$ cat src/rtl/keysw_io.sv
// Memory-mapped push-button / slide-switch input block: 2-flop sync, per-bit debounce,
// sticky press/overrun/change flags with write-1-to-clear, and a combinational read port.
module keysw_io #(
    parameter int DBITS           = 16,
    parameter int DEBOUNCE_CYCLES = 500000,
    parameter int CNT_BITS        = 20
) (
    input  logic             CLK,
    input  logic             RST_N,
    input  logic [DBITS-1:0] ADDR,
    input  logic [DBITS-1:0] DIN,
    input  logic             WE,
    input  logic [3:0]       KEY,
    input  logic [9:0]       SW,
    output logic [DBITS-1:0] DOUT,
    output logic             HIT,
    output logic             IRQ
);
    localparam int NIN = 14;
    // Inputs are handled as one vector: bits [3:0] are keys (idle high), [13:4] switches.
    localparam logic [NIN-1:0]      SYNC_RST = {10'b0, 4'hF};
    localparam logic [CNT_BITS-1:0] DB_LAST  = CNT_BITS'(DEBOUNCE_CYCLES - 1);
    localparam logic [CNT_BITS-1:0] INIT_LEN = CNT_BITS'(DEBOUNCE_CYCLES + 2);
    localparam logic [DBITS-1:0]    A_KDATA  = DBITS'(16'hFFF0);
    localparam logic [DBITS-1:0]    A_SDATA  = DBITS'(16'hFFF2);
    localparam logic [DBITS-1:0]    A_KSTAT  = DBITS'(16'hFFF4);
    localparam logic [DBITS-1:0]    A_SSTAT  = DBITS'(16'hFFF6);

    logic [NIN-1:0]      r_sync1, r_sync2;
    logic [CNT_BITS-1:0] r_init_cnt;
    logic                w_in_init;
    logic [NIN-1:0]      w_acc, w_take;
    logic [3:0]          r_press, r_ovr;
    logic [9:0]          r_chg;
    logic                r_irq;
    logic [3:0]          w_press;
    logic [7:0]          w_kclr;
    logic [9:0]          w_sclr;
    logic                w_unused;

    always_ff @(posedge CLK) begin
        if (!RST_N) begin
            r_sync1 <= SYNC_RST;
            r_sync2 <= SYNC_RST;
        end else begin
            r_sync1 <= {SW, KEY};
            r_sync2 <= r_sync1;
        end
    end

    // Power-up window: accepted values track the synced inputs without raising events.
    assign w_in_init = (r_init_cnt != INIT_LEN);

    always_ff @(posedge CLK) begin
        if (!RST_N)
            r_init_cnt <= '0;
        else if (w_in_init)
            r_init_cnt <= r_init_cnt + CNT_BITS'(1);
    end

    generate
        for (genvar gi = 0; gi < NIN; gi++) begin : g_db
            logic [CNT_BITS-1:0] r_cnt;
            logic                r_acc;

            assign w_take[gi] = !w_in_init && (r_sync2[gi] != r_acc) && (r_cnt == DB_LAST);
            assign w_acc[gi]  = r_acc;

            always_ff @(posedge CLK) begin
                if (!RST_N) begin
                    r_cnt <= '0;
                    r_acc <= SYNC_RST[gi];
                end else if (w_in_init) begin
                    r_cnt <= '0;
                    r_acc <= r_sync2[gi];
                end else if (r_sync2[gi] == r_acc) begin
                    r_cnt <= '0;
                end else if (w_take[gi]) begin
                    r_cnt <= '0;
                    r_acc <= r_sync2[gi];
                end else begin
                    r_cnt <= r_cnt + CNT_BITS'(1);
                end
            end
        end
    endgenerate

    // A key press is an accepted 1->0 transition; OR-ing sets after the clear lets set win.
    assign w_press = w_take[3:0] & w_acc[3:0];
    assign w_kclr  = (WE && ADDR == A_KSTAT) ? DIN[7:0] : 8'h00;
    assign w_sclr  = (WE && ADDR == A_SSTAT) ? DIN[9:0] : 10'h000;

    always_ff @(posedge CLK) begin
        if (!RST_N) begin
            r_press <= '0;
            r_ovr   <= '0;
            r_chg   <= '0;
            r_irq   <= 1'b0;
        end else begin
            r_press <= (r_press & ~w_kclr[3:0]) | w_press;
            r_ovr   <= (r_ovr & ~w_kclr[7:4]) | (w_press & r_press);
            r_chg   <= (r_chg & ~w_sclr) | w_take[13:4];
            r_irq   <= |{r_ovr, r_press, r_chg};
        end
    end

    assign IRQ = r_irq;

    always_comb begin
        DOUT = '0;
        HIT  = 1'b1;
        case (ADDR)
            A_KDATA: DOUT[3:0] = ~w_acc[3:0];
            A_SDATA: DOUT[9:0] = w_acc[13:4];
            A_KSTAT: DOUT[7:0] = {r_ovr, r_press};
            A_SSTAT: DOUT[9:0] = r_chg;
            default: HIT = 1'b0;
        endcase
    end

    assign w_unused = &{1'b0, DIN};
endmodule
$ cat config.mk
export PLATFORM = sky130hd
export DESIGN_NAME = keysw_io
export DESIGN_NICKNAME = d
export VERILOG_FILES = /design/src/rtl/keysw_io.sv
export SDC_FILE = /design/constraint.sdc
export NUM_CORES = 1
export LEC_CHECK = 0
export ABC_AREA = 1
export BUFFER_PORTS_ARGS = -buffer_cell sky130_fd_sc_hd__buf_2
export CAP_MARGIN = 40
export CORE_AREA = 2 2 141 212
export CTS_CLUSTER_DIAMETER = 100
export DETAILED_ROUTE_END_ITERATION = 16
export DIE_AREA = 0 0 143 214
export GPL_TIMING_DRIVEN = 0
export PLACE_DENSITY = 0.9
export SYNTH_ARGS = -nofsm -noshare
export SYNTH_HDL_FRONTEND = slang
export SYNTH_SLANG_ARGS = --single-unit
$ cat constraint.sdc
create_clock -name CLK -period 2.2 [get_ports CLK]
set_input_delay 0.11 -clock CLK [delete_from_list [all_inputs] [get_ports CLK]]
set_output_delay 0.11 -clock CLK [all_outputs]
set_load 0.01 [all_outputs]
==> metrics <==
Crit path top cell by count=inv_2; Final min period=about 2100 ps; DP Area=between 15000 and 20000 um2; hold slack=around 24 ps; CTS clk-pin slew, worst paths=roughly 70 ps; CP peak stage delay=~370 ps; most frequent cells in the layout=nand2_1 (625), nor2_1 (544), inv_1 (368), dfxtp_1 (360), nand3_1 (203); synth warn=0; outcome=complete, no violations; sw frac=20.9%; Sw Pwr=between 2000 and 3000 uW; Syn-to-layout area delta=13.1%; # nets final=about 2900; Die Area=30600 um2; clk root buf=clkbuf_16; Remaining DRCs=0; largest fanout on the critical path=10; design area=around 20000 um2; maximum clock path buffer count=3; global route overflow=0; Placeable Area=roughly 29000 um2; Slew Viols, Final=0; Final Hold Fails=0; WL per Instance=13.1 um; Worst-Margin Slew=around 730 ps; first-pass GRT wire length=between 70 and 80 mm; f_max=around 480 MHz; dpl hpwl=about 30 mm; GPL Wtd Cong=approximately 0.94; R2R setup slack=roughly 120 ps; Worst Reg-to-Reg Cells=12; crit-path cells=inv_2 > ha_1 > nand3_1 > inv_2 > nand3_4 > nor2_8 > nand2_4 > buf_6 > nor2_8 > inv_2 > buf_6 > nor2_1; initial core utilization=about three fifths; TNS Setup=0 ps; TritonCTS clock tree=yes; MaxCap Viol Count=0; DRT iter0 DRCs=between 1000 and 1500; IO Pins=67; Die Ht=about 210 um; min-delay worst type=in -> reg; layout cell share with drive strength beyond 1=about 7%; critical path launch point type=register; Comb pwr share=between 1.5 and 2%; min-delay src=ADDR[3]; Seq/Total Area, Yosys=slightly above 40%; WP data arrival=roughly 2500 ps; number of iterations in the first detailed-routing pass=5; Yosys reg bits=between 300 and 400; Post-Syn Area per Cell=about 6.6 um2; Cells after Synth=around 2700; Final Util=a little over two thirds; CP bufs+invs=5; Via Count=roughly 17000; Setup Crit Path Kind=reg -> reg; Yosys cell types=41; vias per cell=approximately 5.3; WHS Path Cells=5; cell family with most CP delay=simple AND/OR/NAND/NOR gates; Routed Antenna Nets=0; synthesized cell area=roughly 18000 um2; Slowest-stage cell, CP=dfxtp_2; commonest non-fill, non-tap cell in the layout=nand2_1; vias in the first global route=around 16000; Post-Route WL=41.9 mm; Worst EP required=roughly 2700 ps; CTS H-tree lvls=2; P_leak=0.00748 uW; FP Rows=76; Clk network pwr share=between 40 and 50%; RR Startpoint=r_init_cnt[0]$_SDFFE_PN0N_; Power Dens Cells=roughly 650 nW/um2; VDD IR max=0.000739 V; max_slew headroom=50.8%; Port Buffers=53; clk_skew=10.8 ps; CTS Buf Count=35; gr usage total=27.1%; chip width=around 140 um; WHS Endpoint=r_chg[1]$_SDFF_PN0_; reg2reg end=g_db[0].r_cnt[12]$_SDFF_PP0_; worst-skew pair later-pin latency=about 530 ps; Pint=slightly above 10000 uW; setup violators final=0; clock sinks=between 300 and 400; CP endpoint kind=register; Seq pwr share=roughly half; initial antenna violation count=1; FILL cells=roughly 2200; ratio of final minimum period to clock period=a little over nine tenths; largest net degree at the start of global routing=16
## cells in the mapped netlist
cell      number  area (um2)
a31oi_1       11        68.8
nor4_1         8        50.1
clkbuf_1      17        63.8
buf_6          7        78.8
nand2b_1       1        6.26
nand3_1      203        1020
inv_2          4        15.0
a211oi_1       1        7.51
a21oi_2        1        8.76
nand3_4        1        17.5
nand2_4        1        11.3
nand2_1      629        2360
xor2_1        72         631
buf_4          8        60.1
conb_1         1        3.75
o22ai_1        1        6.26
xnor2_1       36         315
a21o_1         2        15.0
nor3_2         1        10.0
nor3_1       111         556
nand4_1       61         382
nand2_2        4        25.0
a41oi_1        2        17.5
or2_2         17         106
nor2_2         8        50.1
nor2_4         5        56.3
nor2_8         2        40.0
nand3b_1      15         113
nor3b_1        2        15.0
o211ai_1       1        7.51
dfxtp_1      361        7230
buf_2          5        25.0
nand3_2        1        10.0
ha_1          16         200
nor2_1       551        2070
buf_1          2        7.51
o21bai_1       3        22.5
o21ai_0       37         185
a21oi_1       80         400
inv_1        370        1390
clkinv_1       1        3.75
## logic make-up after synthesis
kind of cell               count (synthesis)  synth area share [%]
AOI/OAI and AO/OA                        139                  4.19
xor gates and xnor gates                 108                  5.36
adders and majority gates                 16                  1.13
buffers and inverters                    414                  9.31
DFF                                      361                  40.9
other                                      1                0.0212
and+or+nand+nor                         1621                  39.0
## metal layers
layer / track usage, % / vias to the layer above / wire [um]
met3: 4.27 / 141 / 2490
met4: 13.4 / 2 / 1950
met1: 29.1 / 7824 / 16100
li1: - / 8574 / -
met5: 0 / - / 9
met2: 50.4 / 521 / 21400
## sequential cells by signal, summed over array words and instances, names as in the netlist
signal,flops
r_init_cnt,20
r_ovr,4
g_db.r_cnt,280
g_db.r_acc,14
r_chg,10
r_press,4
IRQ,1
r_sync1,14
r_sync2,14
## power groups by stage
stage	clock network [uW]	registers (uW)	logic, uW
2_1_floorplan	0	6730	121
3_3_place_gp	0	6740	200
3_5_place_dp	0	6740	205
4_1_cts	6190	6590	241
5_1_grt	6430	6590	268
6_report	6120	6590	247
## area by class of cell
class / count / area [um2] / share of cell area (%)
clock buffers: 49 / 1010 / 5.06
diodes: 1 / 2.50 / 0.0125
flip-flops and latches: 361 / 7230 / 36.2
well taps: 390 / 488 / 2.44
repair buffers: 88 / 588 / 2.95
multi-input cells: 1890 / 8840 / 44.3
plain buffers: 39 / 246 / 1.23
clock inverters: 12 / 149 / 0.746
inverters: 375 / 1410 / 7.05
## worst max path at each step
| stage | startpoint | endpoint | slack [ps] | cells after the start |
|---|---|---|---|---|
| 2_1_floorplan | r_init_cnt[0]$_SDFFE_PN0N_ | g_db[0].r_cnt[10]$_SDFF_PP0_ | 450 | 12 |
| 3_5_place_dp | r_init_cnt[0]$_SDFFE_PN0N_ | g_db[13].r_acc$_SDFFE_PN0P_ | -340 | 10 |
| 5_1_grt | r_init_cnt[0]$_SDFFE_PN0N_ | g_db[0].r_cnt[2]$_SDFF_PP0_ | -7 | 12 |
| 6_report | r_init_cnt[0]$_SDFFE_PN0N_ | g_db[0].r_cnt[12]$_SDFF_PP0_ | 120 | 12 |
| 3_3_place_gp | r_init_cnt[0]$_SDFFE_PN0N_ | g_db[13].r_acc$_SDFFE_PN0P_ | -280 | 10 |
| 4_1_cts | r_init_cnt[0]$_SDFFE_PN0N_ | g_db[11].r_cnt[1]$_SDFF_PP0_ | 10 | 11 |
## stage by stage
| stage | total power, uW | instances | setup WS (ps) |
|---|---|---|---|
| global route | 13300 | 3204 | -6.52 |
| global placement | 6940 | 3108 | -283 |
| CTS | 13000 | 3196 | 11.3 |
| floorplan | 6850 | 2665 | 447 |
| detailed placement | 6950 | 3108 | -345 |
| finish | 13000 | 3205 | 121 |
## repair_timing
item,in CTS,in global routing
buffers inserted,3,8
pin swaps,1,3
hold buffers,24,0
endpoints found under the setup margin,45,226
endpoints found under the hold margin,32,0
resized for setup,7,16
cloned,0,0
## worst reg2reg max path, cell delays in order, from the launching register on
cell and delay [ps]:
dfxtp_2 370, inv_2 90, ha_1 160, nand3_1 140
inv_2 120, nand3_4 120, nor2_8 190, nand2_4 120
buf_6 200, nor2_8 200, inv_2 70, buf_6 140
nor2_1 100
(Power assumes the default switching activity.)
